--- src/rtl/mmio_pkg.sv ---
// Shared types and constants for the MMIO address decoder: region map layout,
// FSM state encoding and the default four-slave memory map.
package mmio_pkg;

    localparam int MAX_SLAVES = 16;
    localparam int IDX_W      = 4;

    localparam logic [31:0] TIMEOUT_RDATA = 32'hDEAD_BEEF;

    typedef struct packed {
        logic [31:0] base;
        logic [31:0] size;
    } region_t;

    typedef region_t [MAX_SLAVES-1:0] region_map_t;

    typedef enum logic [1:0] {
        IDLE = 2'd0,
        WAIT = 2'd1,
        RESP = 2'd2
    } state_t;

    // Unused entries keep size 0, which disables them.
    function automatic region_map_t build_default_map();
        region_map_t m;
        m    = '0;
        m[0] = '{base: 32'h8000_0000, size: 32'h0000_0800};
        m[1] = '{base: 32'h9000_0000, size: 32'h0000_0800};
        m[2] = '{base: 32'h1001_0000, size: 32'h0000_0200};
        m[3] = '{base: 32'hA000_0000, size: 32'h0000_0200};
        return m;
    endfunction

    localparam region_map_t DEFAULT_MAP = build_default_map();

endpackage

--- src/rtl/mmio_decoder_if.sv ---
// Master-side MMIO bus: one request channel plus the read response and status
// lines returned by the decoder.
interface mmio_decoder_if;

    logic [31:0] address;
    logic [31:0] write_data;
    logic [3:0]  write_mask;
    logic        write_enable;
    logic        read_enable;
    logic [31:0] read_data;
    logic        read_valid;
    logic        bus_error;
    logic        busy;

    modport master (
        output address, write_data, write_mask, write_enable, read_enable,
        input  read_data, read_valid, bus_error, busy
    );

    modport slave (
        input  address, write_data, write_mask, write_enable, read_enable,
        output read_data, read_valid, bus_error, busy
    );

endinterface

--- src/rtl/mmio_addr_match.sv ---
// Region comparator: raw per-region hit vector plus the lowest-index winner.
// Bounds are evaluated at 33 bits so a region ending exactly at 2^32 works.
module mmio_addr_match
    import mmio_pkg::*;
#(
    parameter int          NUM_SLAVES = 4,
    parameter region_map_t REGION_MAP = DEFAULT_MAP
) (
    input  logic [31:0]           address,
    output logic [NUM_SLAVES-1:0] match,
    output logic [IDX_W-1:0]      win_idx
);

    // Per-region range check; a zero-size region never matches.
    always_comb begin
        match = '0;
        for (int i = 0; i < NUM_SLAVES; i++) begin
            match[i] = (REGION_MAP[i].size != 32'h0000_0000) &&
                       ({1'b0, address} >= {1'b0, REGION_MAP[i].base}) &&
                       ({1'b0, address} <  ({1'b0, REGION_MAP[i].base} +
                                            {1'b0, REGION_MAP[i].size}));
        end
    end

    // Scan downward so the lowest matching index is written last and wins.
    always_comb begin
        win_idx = '0;
        for (int i = NUM_SLAVES - 1; i >= 0; i--) begin
            win_idx = match[i] ? IDX_W'(i) : win_idx;
        end
    end

endmodule

--- src/rtl/mmio_decoder.sv ---
// MMIO decoder: forwards writes combinationally to the matching slave and
// runs a single outstanding read with timeout through an IDLE/WAIT/RESP FSM.
module mmio_decoder
    import mmio_pkg::*;
#(
    parameter int          NUM_SLAVES     = 4,
    parameter region_map_t REGION_MAP     = DEFAULT_MAP,
    parameter int          TIMEOUT_CYCLES = 16
) (
    input  logic                       clk,
    input  logic                       rst,
    mmio_decoder_if.slave              bus,
    output logic [NUM_SLAVES-1:0]      slv_write_enable,
    output logic [NUM_SLAVES-1:0]      slv_read_enable,
    input  logic [NUM_SLAVES-1:0][31:0] slv_read_data,
    input  logic [NUM_SLAVES-1:0]      slv_read_valid
);

    localparam logic [7:0] TMO_LAST_C = 8'(TIMEOUT_CYCLES - 1);

    logic [NUM_SLAVES-1:0] match_s;
    logic [IDX_W-1:0]      win_idx_s;
    logic                  hit_s;
    logic [NUM_SLAVES-1:0] sel_onehot_s;
    logic                  sel_valid_s;
    logic [31:0]           sel_data_s;
    logic                  idle_s;

    state_t      state_r, state_s;
    logic [7:0]  cnt_r, cnt_s;
    logic [IDX_W-1:0] idx_r, idx_s;
    logic [31:0] rdata_r, rdata_s;
    logic        err_r, err_s;
    logic        wr_err_r;

    mmio_addr_match #(
        .NUM_SLAVES (NUM_SLAVES),
        .REGION_MAP (REGION_MAP)
    ) u_match (
        .address (bus.address),
        .match   (match_s),
        .win_idx (win_idx_s)
    );

    assign hit_s  = |match_s;
    assign idle_s = (state_r == IDLE) && !rst;

    // Winner one-hot for strobes, and response mux driven by the latched index.
    always_comb begin
        sel_onehot_s = '0;
        sel_valid_s  = 1'b0;
        sel_data_s   = 32'h0000_0000;
        for (int i = 0; i < NUM_SLAVES; i++) begin
            sel_onehot_s[i] = hit_s && (win_idx_s == IDX_W'(i));
            sel_valid_s     = sel_valid_s | (slv_read_valid[i] && (idx_r == IDX_W'(i)));
            sel_data_s      = (idx_r == IDX_W'(i)) ? slv_read_data[i] : sel_data_s;
        end
    end

    assign slv_write_enable = (idle_s && bus.write_enable) ? sel_onehot_s : '0;
    assign slv_read_enable  = (idle_s && bus.read_enable)  ? sel_onehot_s : '0;

    // Next-state logic; a valid in the final WAIT cycle takes priority over timeout.
    always_comb begin
        state_s = state_r;
        cnt_s   = cnt_r;
        idx_s   = idx_r;
        rdata_s = rdata_r;
        err_s   = err_r;
        case (state_r)
            IDLE: begin
                if (bus.read_enable) begin
                    if (hit_s) begin
                        idx_s   = win_idx_s;
                        cnt_s   = 8'd0;
                        err_s   = 1'b0;
                        state_s = WAIT;
                    end else begin
                        rdata_s = 32'h0000_0000;
                        err_s   = 1'b1;
                        state_s = RESP;
                    end
                end else begin
                    state_s = IDLE;
                end
            end
            WAIT: begin
                if (sel_valid_s) begin
                    rdata_s = sel_data_s;
                    err_s   = 1'b0;
                    state_s = RESP;
                end else if (cnt_r == TMO_LAST_C) begin
                    rdata_s = TIMEOUT_RDATA;
                    err_s   = 1'b1;
                    state_s = RESP;
                end else begin
                    cnt_s = cnt_r + 8'd1;
                end
            end
            RESP: begin
                state_s = IDLE;
            end
            default: begin
                state_s = IDLE;
            end
        endcase
    end

    // State and response registers; unmapped writes flag an error one cycle later.
    always_ff @(posedge clk) begin
        if (rst) begin
            state_r  <= IDLE;
            cnt_r    <= 8'd0;
            idx_r    <= '0;
            rdata_r  <= 32'h0000_0000;
            err_r    <= 1'b0;
            wr_err_r <= 1'b0;
        end else begin
            state_r  <= state_s;
            cnt_r    <= cnt_s;
            idx_r    <= idx_s;
            rdata_r  <= rdata_s;
            err_r    <= err_s;
            wr_err_r <= (state_r == IDLE) && bus.write_enable && !hit_s;
        end
    end

    assign bus.read_valid = (state_r == RESP);
    assign bus.read_data  = (state_r == RESP) ? rdata_r : 32'h0000_0000;
    assign bus.bus_error  = ((state_r == RESP) && err_r) || wr_err_r;
    assign bus.busy       = (state_r != IDLE);

endmodule

--- src/flat_wrapper.sv ---
// flat-port wrapper written by rule: the top's interface ports become plain ports
module mmio_decoder_flat import mmio_pkg::*;
#(
    parameter int          NUM_SLAVES     = 4,
    parameter region_map_t REGION_MAP     = DEFAULT_MAP,
    parameter int          TIMEOUT_CYCLES = 16
)
  (clk, rst, slv_write_enable, slv_read_enable, slv_read_data, slv_read_valid, bus_address, bus_write_data, bus_write_mask, bus_write_enable, bus_read_enable, bus_read_data, bus_read_valid, bus_bus_error, bus_busy);
  mmio_decoder_if bus_i ();
  input  logic clk;
  input  logic rst;
  output logic [NUM_SLAVES-1:0] slv_write_enable;
  output logic [NUM_SLAVES-1:0] slv_read_enable;
  input  logic [NUM_SLAVES-1:0][31:0] slv_read_data;
  input  logic [NUM_SLAVES-1:0] slv_read_valid;
  input wire logic [$bits(bus_i.address)-1:0] bus_address;
  input wire logic [$bits(bus_i.write_data)-1:0] bus_write_data;
  input wire logic [$bits(bus_i.write_mask)-1:0] bus_write_mask;
  input wire logic [$bits(bus_i.write_enable)-1:0] bus_write_enable;
  input wire logic [$bits(bus_i.read_enable)-1:0] bus_read_enable;
  output wire logic [$bits(bus_i.read_data)-1:0] bus_read_data;
  output wire logic [$bits(bus_i.read_valid)-1:0] bus_read_valid;
  output wire logic [$bits(bus_i.bus_error)-1:0] bus_bus_error;
  output wire logic [$bits(bus_i.busy)-1:0] bus_busy;
  assign bus_i.address = bus_address;
  assign bus_i.write_data = bus_write_data;
  assign bus_i.write_mask = bus_write_mask;
  assign bus_i.write_enable = bus_write_enable;
  assign bus_i.read_enable = bus_read_enable;
  assign bus_read_data = bus_i.read_data;
  assign bus_read_valid = bus_i.read_valid;
  assign bus_bus_error = bus_i.bus_error;
  assign bus_busy = bus_i.busy;
  mmio_decoder #(.NUM_SLAVES(NUM_SLAVES), .REGION_MAP(REGION_MAP), .TIMEOUT_CYCLES(TIMEOUT_CYCLES)) u_core (.clk(clk), .rst(rst), .bus(bus_i), .slv_write_enable(slv_write_enable), .slv_read_enable(slv_read_enable), .slv_read_data(slv_read_data), .slv_read_valid(slv_read_valid));
endmodule
--- config.mk ---
export PLATFORM = sky130hd
export DESIGN_NAME = mmio_decoder_flat
export DESIGN_NICKNAME = d
export VERILOG_FILES = /design/src/rtl/mmio_pkg.sv /design/src/rtl/mmio_decoder_if.sv /design/src/rtl/mmio_addr_match.sv /design/src/rtl/mmio_decoder.sv /design/src/flat_wrapper.sv
export SDC_FILE = /design/constraint.sdc
export NUM_CORES = 1
export LEC_CHECK = 0
export CORE_UTILIZATION = 36
export DETAILED_ROUTE_END_ITERATION = 6
export HOLD_SLACK_MARGIN = 0.02
export PLACE_DENSITY = 0.95
export RECOVER_POWER = 50
export SLEW_MARGIN = 20
export SYNTH_ARGS = -nofsm -noshare
export SYNTH_HDL_FRONTEND = slang
export SYNTH_SLANG_ARGS = --single-unit
--- constraint.sdc ---
create_clock -name clk -period 5.2 [get_ports clk]
set_clock_uncertainty 0.2 [all_clocks]
set_input_delay 1.04 -clock clk [delete_from_list [all_inputs] [get_ports clk]]
set_output_delay 1.04 -clock clk [all_outputs]
set_load 0.01 [all_outputs]
==> reports/metrics.yaml <==
status: "completed"
cts_setup_buffers: 0
fin_crit_ps: 4860
drcViolationCount: 0
criticalPathCategory: "in -> out"
cp-end-kind: "primary output"
fin_area_um2: 5260
syn_nets: 541
r2r_setup_slack_ps: 2160
drtIter0Drc: 181
synth_area_per_cell_um2: 9.29
antennaDiodeCount: 0
antenna_found_initial: 0
synthTopCellsByArea: "dfxtp_1, mux4_2, and2_1, o21ai_0, inv_1"
synthesis.area_um2: 3120
globalRoute.totalOverflow: 0
grt_use_total_pct: 22.8
synth_most_common_cell: "dfxtp_1"
std_cell_rows: 33
wire_per_inst_um: 17.2
core_area_um2: 8300
ant_nets: 0
min_path_type: "reg -> reg"
setup_slack_ps: 337
total_power_mw: 0.756
cts_max_level: 2
start_util_pct: 37.6
post_dp_cell_area_um2: 5180
drive_gt1_share_pct: 9.73
rsz0062_at_grt: "no"
multi_input_area_um2: 1960
yosys-top-cells-count: "dfxtp_1, inv_1, mux4_2, and2_1, o21ai_0"
critical_path_arrival_ps: 3620
cts_buffers: 5
cts_resized: 0
top_level_ports: 247
seq_area_frac_synth_pct: 29.5
post-place-ws_ps: 446
instances_no_fill: 629
drv_cap: 0
yosys.cell_types.count: 43
grt_pass1_vias: 3430
max_freq_mhz: 206
slew_headroom_pct: 37.7
critPathMaxFanout: 7
yosysWarnings: 0
firstDrtPassIters: 4
finalSetupTns_ps: 0
cts_buffer_depth: 2
die-area_um2: 9050
gp_congestion: 0.813
clkTransAtPathRegs_ps: 90
setup_viol: 0
final_util_pct: 63.3
root_buffer: "clkbuf_8"
grt_pass1_wl_mm: 15.9
register_area_um2: 923
synth-seq-cells: 46
hpwl_mm: 8.60
final_hold_viol_count: 0
power_density_nw_per_um2: 144
portBuffers: 201
cp-start-kind: "input port"
die_y_um: 95.1
period_share_pct: 93.5
grt_max_degree: 37
avgViaCountPerCell: 5.48
synth_top_area_share_pct: 29.5
fillers: 662
cts.sinks: 46
tightest_slew_ps: 934
synthFlopType: "dfxtp_1"
drv_slew: 0
p_leak_nw: 1.77
cts_tree: "yes"
die_x_um: 95.1
syn_inst: 336
worst_ep_required_time_ps: 3960
hold_slack_ps: 268
clk_latency_ps: 300
vias: 3450
synthToLayoutAreaGrowth_pct: 68.3
post-place-cells: 621
synth_top_area_cell: "dfxtp_1"
ys_async_sr_fraction_pct: 0
drt_wl_total_mm: 10.8
ir_drop_uv: 109
layout.nets: 728
hold_buffers: 0
synth_edf_count: 0
-- cell usage in the layout, fill, tap and decap left out, types with 2 or more instances in the layout --
master	n
a21o_1	2
nor3_1	9
a31oi_1	2
nor2_1	16
and3_1	3
nand3b_1	2
o21ai_0	48
mux4_2	33
dfxtp_1	44
or4_1	2
buf_4	2
nand2b_1	5
nand3_1	7
clkbuf_8	5
dlygate4sd3_1	3
nand2_1	9
a22o_1	8
o31ai_1	4
a221oi_1	5
o21ai_1	4
a211o_1	3
dfxtp_2	2
inv_1	33
nor2b_1	4
clkbuf_1	2
nor4b_1	2
or3_1	5
clkdlybuf4s50_1	198
and2_1	32
o32ai_1	2
nor4_1	5
a21oi_1	5
-- registers in the layout, indices dropped and copies added (netlist names) --
register         count
u_core.err_r         1
u_core.wr_err_r      1
u_core.cnt_r         8
u_core.rdata_r      32
u_core.idx_r         2
u_core.state_r       2
-- per-layer routing --
layer | track usage [%] | vias to the layer above | part of all wire, %
li1 | - | 1614 | -
met1 | 25.4 | 1633 | 37
met2 | 43.2 | 187 | 52
met3 | 4.63 | 16 | 9.1
met4 | 6.57 | 0 | 2.0
met5 | 0 | - | 0
-- cell type report --
class / count / area share (%)
repair buffers: 204 / 38.6
multi-input cells: 233 / 37.3
flip-flops and latches: 46 / 17.6
well taps: 105 / 2.50
inverters: 33 / 2.36
clock buffers: 6 / 1.38
clock inverters: 2 / 0.262
-- report_power, final --
group | internal, mW | total, mW | switching, mW
Combinational | 0.131 | 0.180 | 0.0491
Clock | 0.0951 | 0.220 | 0.125
Sequential | 0.354 | 0.356 | 0.00218
Total | 0.579 | 0.756 | 0.176
-- cells by family after synthesis --
kind of cell / synth area share (%)
buffers and inverters: 7.82
AOI/OAI and AO/OA: 18.1
DFF: 29.5
and+or+nand+nor: 19.7
muxes: 24.5
adders and majority gates: 0.401
-- path summary, 6_finish.rpt --
| kind | cells past startpoint | to | start |
|---|---|---|---|
| max | 7 | slv_read_enable[0] | bus_address[19] |
| min | 2 | u_core.rdata_r[1]$_SDFFE_PP0P_ | u_core.rdata_r[1]$_SDFFE_PP0P_ |
| max reg2reg | 5 | u_core.rdata_r[15]$_SDFFE_PP0P_ | u_core.idx_r[1]$_SDFFE_PP0P_ |
| min reg2reg | 2 | u_core.rdata_r[1]$_SDFFE_PP0P_ | u_core.rdata_r[1]$_SDFFE_PP0P_ |
-- critical path: stages --
cell,delay [ps]
dlygate4sd3_1,540
nor4_1,360
and3_1,270
nand3_1,220
or3_1,460
nor3_1,170
clkdlybuf4s50_1,570
Note: power is estimated with default switching activity, not from simulation.
==> RTL edit, RTL diff (same flow settings) <==
`NUM_SLAVES` is set to 4 in 3 places; all go to 6.
--- a/src/rtl/mmio_addr_match.sv
+++ b/src/rtl/mmio_addr_match.sv
@@ -5,3 +5,3 @@
 #(
-    parameter int          NUM_SLAVES = 4,
+    parameter int          NUM_SLAVES = 6,
     parameter region_map_t REGION_MAP = DEFAULT_MAP
--- a/src/rtl/mmio_decoder.sv
+++ b/src/rtl/mmio_decoder.sv
@@ -5,3 +5,3 @@
 #(
-    parameter int          NUM_SLAVES     = 4,
+    parameter int          NUM_SLAVES     = 6,
     parameter region_map_t REGION_MAP     = DEFAULT_MAP,
--- a/src/flat_wrapper.sv
+++ b/src/flat_wrapper.sv
@@ -3,3 +3,3 @@
 #(
-    parameter int          NUM_SLAVES     = 4,
+    parameter int          NUM_SLAVES     = 6,
     parameter region_map_t REGION_MAP     = DEFAULT_MAP,
Interface: changed (resized slv_read_data, slv_read_enable, slv_read_valid and slv_write_enable); port bits go from 247 to 317. No check against the original RTL was run, so the function may have changed too.
==> RTL edit against the unedited design <==
- the flow now finishes with violations (design-rule violations, max-capacitance violations, max-slew violations)
- routed wire length increased by 15%
- count of clock-buffer cells in the layout decreased by 1
- sequential share of layout area decreased by 0.48 points
- synthesized area increased by 5.6%
- maximum frequency increased by 0.19%
- register-to-register slack got worse by 0.08 ns
- via count decreased by 0.46%
- first-iteration DRC count decreased by 17%
- power increased by 8.7%
- cell area increased by 2.8%
- worst setup slack improved by 0.0094 ns
- sequential cell count unchanged
- critical path type unchanged
- critical endpoint unchanged
- largest cell class is now multi-input combinational cells
==> RTL edit: results (changes against the unedited design) <==
drt wl/cell=19.91 um (was 17.18 um); Worst Path Max Fanout=6 (was 7); vias in the first global route=3508 (was 3430); max-capacitance violation count=1 (was 0); HPWL after detailed placement=9939 um (was 8599 um); global-route wire length before repair=19040 um (was 15900 um); sequential share of the synthesized area=27.93% (was 29.50%); failing checks=design-rule violations, max-capacitance violations, max-slew violations; initial antenna violation count=8 (was 0); Pre-antenna DRT Iters=6 (was 4); GRT Total Usage=25.98% (was 22.79%); Num CTS Buffers=5 (unchanged); clock slew at reported path FFs=0.10 ns; Commonest cells post-synth=dfxtp_1, and2_1, mux4_2 (was dfxtp_1, inv_1, mux4_2); drt drc=16 (was 0); initial drt markers=150 (was 181); status=finished with violations (was complete, no violations); Arr. time, crit path=3.61 ns (was 3.62 ns); layout cells sized above 1=15.66% (was 9.733%); root cell of the clock tree=clkbuf_8 (unchanged); pin count of the biggest net entering global routing=43 (was 37); vias post-DR=3434 (was 3450); Hold EP=u_core.rdata_r[7] (was u_core.rdata_r[1]); Max-slew headroom=-2.320% (was 37.74%); number of port buffers=201 (unchanged); Worst IR Drop VDD=102.1 uV (was 109.2 uV); unique cell type count in the Yosys netlist=49 (was 43); Worst Hold Class=flop to flop (unchanged); Synth area leaders=dfxtp_1, mux4_2, a221oi_2 (was dfxtp_1, mux4_2, and2_1); hold path startpoint=u_core.rdata_r[7] (was u_core.rdata_r[1]); Leak Pwr=1.792 nW (was 1.771 nW); Layout Nets=781 (was 728); gpl congestion=0.8532 (was 0.8132); reg-to-reg slack, setup=2.08 ns (was 2.16 ns); Sw Ratio=25.86% (was 23.33%); fillcell total=715 (was 662); reg-to-reg endpoint=u_core.rdata_r[31] (was u_core.rdata_r[15]); Max Slew Vio Count=1 (was 0)
==> RTL edit: metal layers <==
layer  up-vias  track usage [%]  wire (um)
met5         -                0          0
met4         0            15.62        610
met3        24            5.827        784
met2       163            46.48       6689
met1      1666            27.83       4400
li1       1581                -          -
==> RTL edit: final cells by class <==
type	count	area, um^2	share of cell area [%]
Sequential cell	46	923.4	17.09
Clock buffer	5	68.82	1.273
Timing Repair Buffer	206	2041	37.76
Inverter	25	93.84	1.737
Antenna cell	8	20.02	0.3705
Tap cell	108	135.1	2.501
Clock inverter	3	23.77	0.4399
Multi-Input combinational cell	226	2098	38.83
==> RTL edit: logic make-up (layout without fill, tap and decap cells) <==
family,Yosys count,after routing,share of synthesized area (%)
simple gates,127,127,21.02
compound gates,61,61,19.85
buf+inv,55,239,8.159
flops,46,46,27.93
mux,33,33,22.54
fa+ha+maj,1,1,0.3794
other cells,1,12,0.1137
==> RTL edit: through the flow <==
stage          instances  power, mW  setup slack, ns  area [um^2]  hold WS, ns
2_1_floorplan        327     0.4587            1.335         3308       0.2337
3_3_place_gp         610     0.5950           0.3586         5313       0.2427
3_5_place_dp         610     0.6004           0.3389         5313       0.2468
4_1_cts              618     0.8299           0.3160         5405       0.2616
5_1_grt              627     0.8598           0.1959         5404       0.2811
6_report             627     0.8213           0.3466         5404       0.2626
==> RTL edit: worst max path at each step <==
stage | from | to | cells past startpoint
2_1_floorplan | bus_address[11] | slv_read_enable[2] | 4
3_3_place_gp | bus_address[26] | slv_read_enable[0] | 7
3_5_place_dp | bus_address[26] | slv_read_enable[0] | 7
4_1_cts | bus_address[26] | slv_read_enable[0] | 7
5_1_grt | bus_address[26] | slv_read_enable[0] | 7
6_report | bus_address[26] | slv_read_enable[0] | 7
==> RTL edit: power by group through the flow <==
| stage | logic [mW] | clock network [mW] | registers (mW) |
|---|---|---|---|
| floorplan | 0.0815 | 0 | 0.377 |
| global placement | 0.217 | 0 | 0.378 |
| detailed placement | 0.221 | 0 | 0.380 |
| CTS | 0.222 | 0.236 | 0.371 |
| global route | 0.233 | 0.254 | 0.373 |
| finish | 0.220 | 0.230 | 0.372 |
==> RTL edit: critical path, cell delays in order <==
cell	delay, ns
clkdlybuf4s50_1	0.44
or4_4	0.52
or3_1	0.46
nor2_1	0.17
nand3_1	0.13
nor3_1	0.25
clkdlybuf4s50_1	0.60
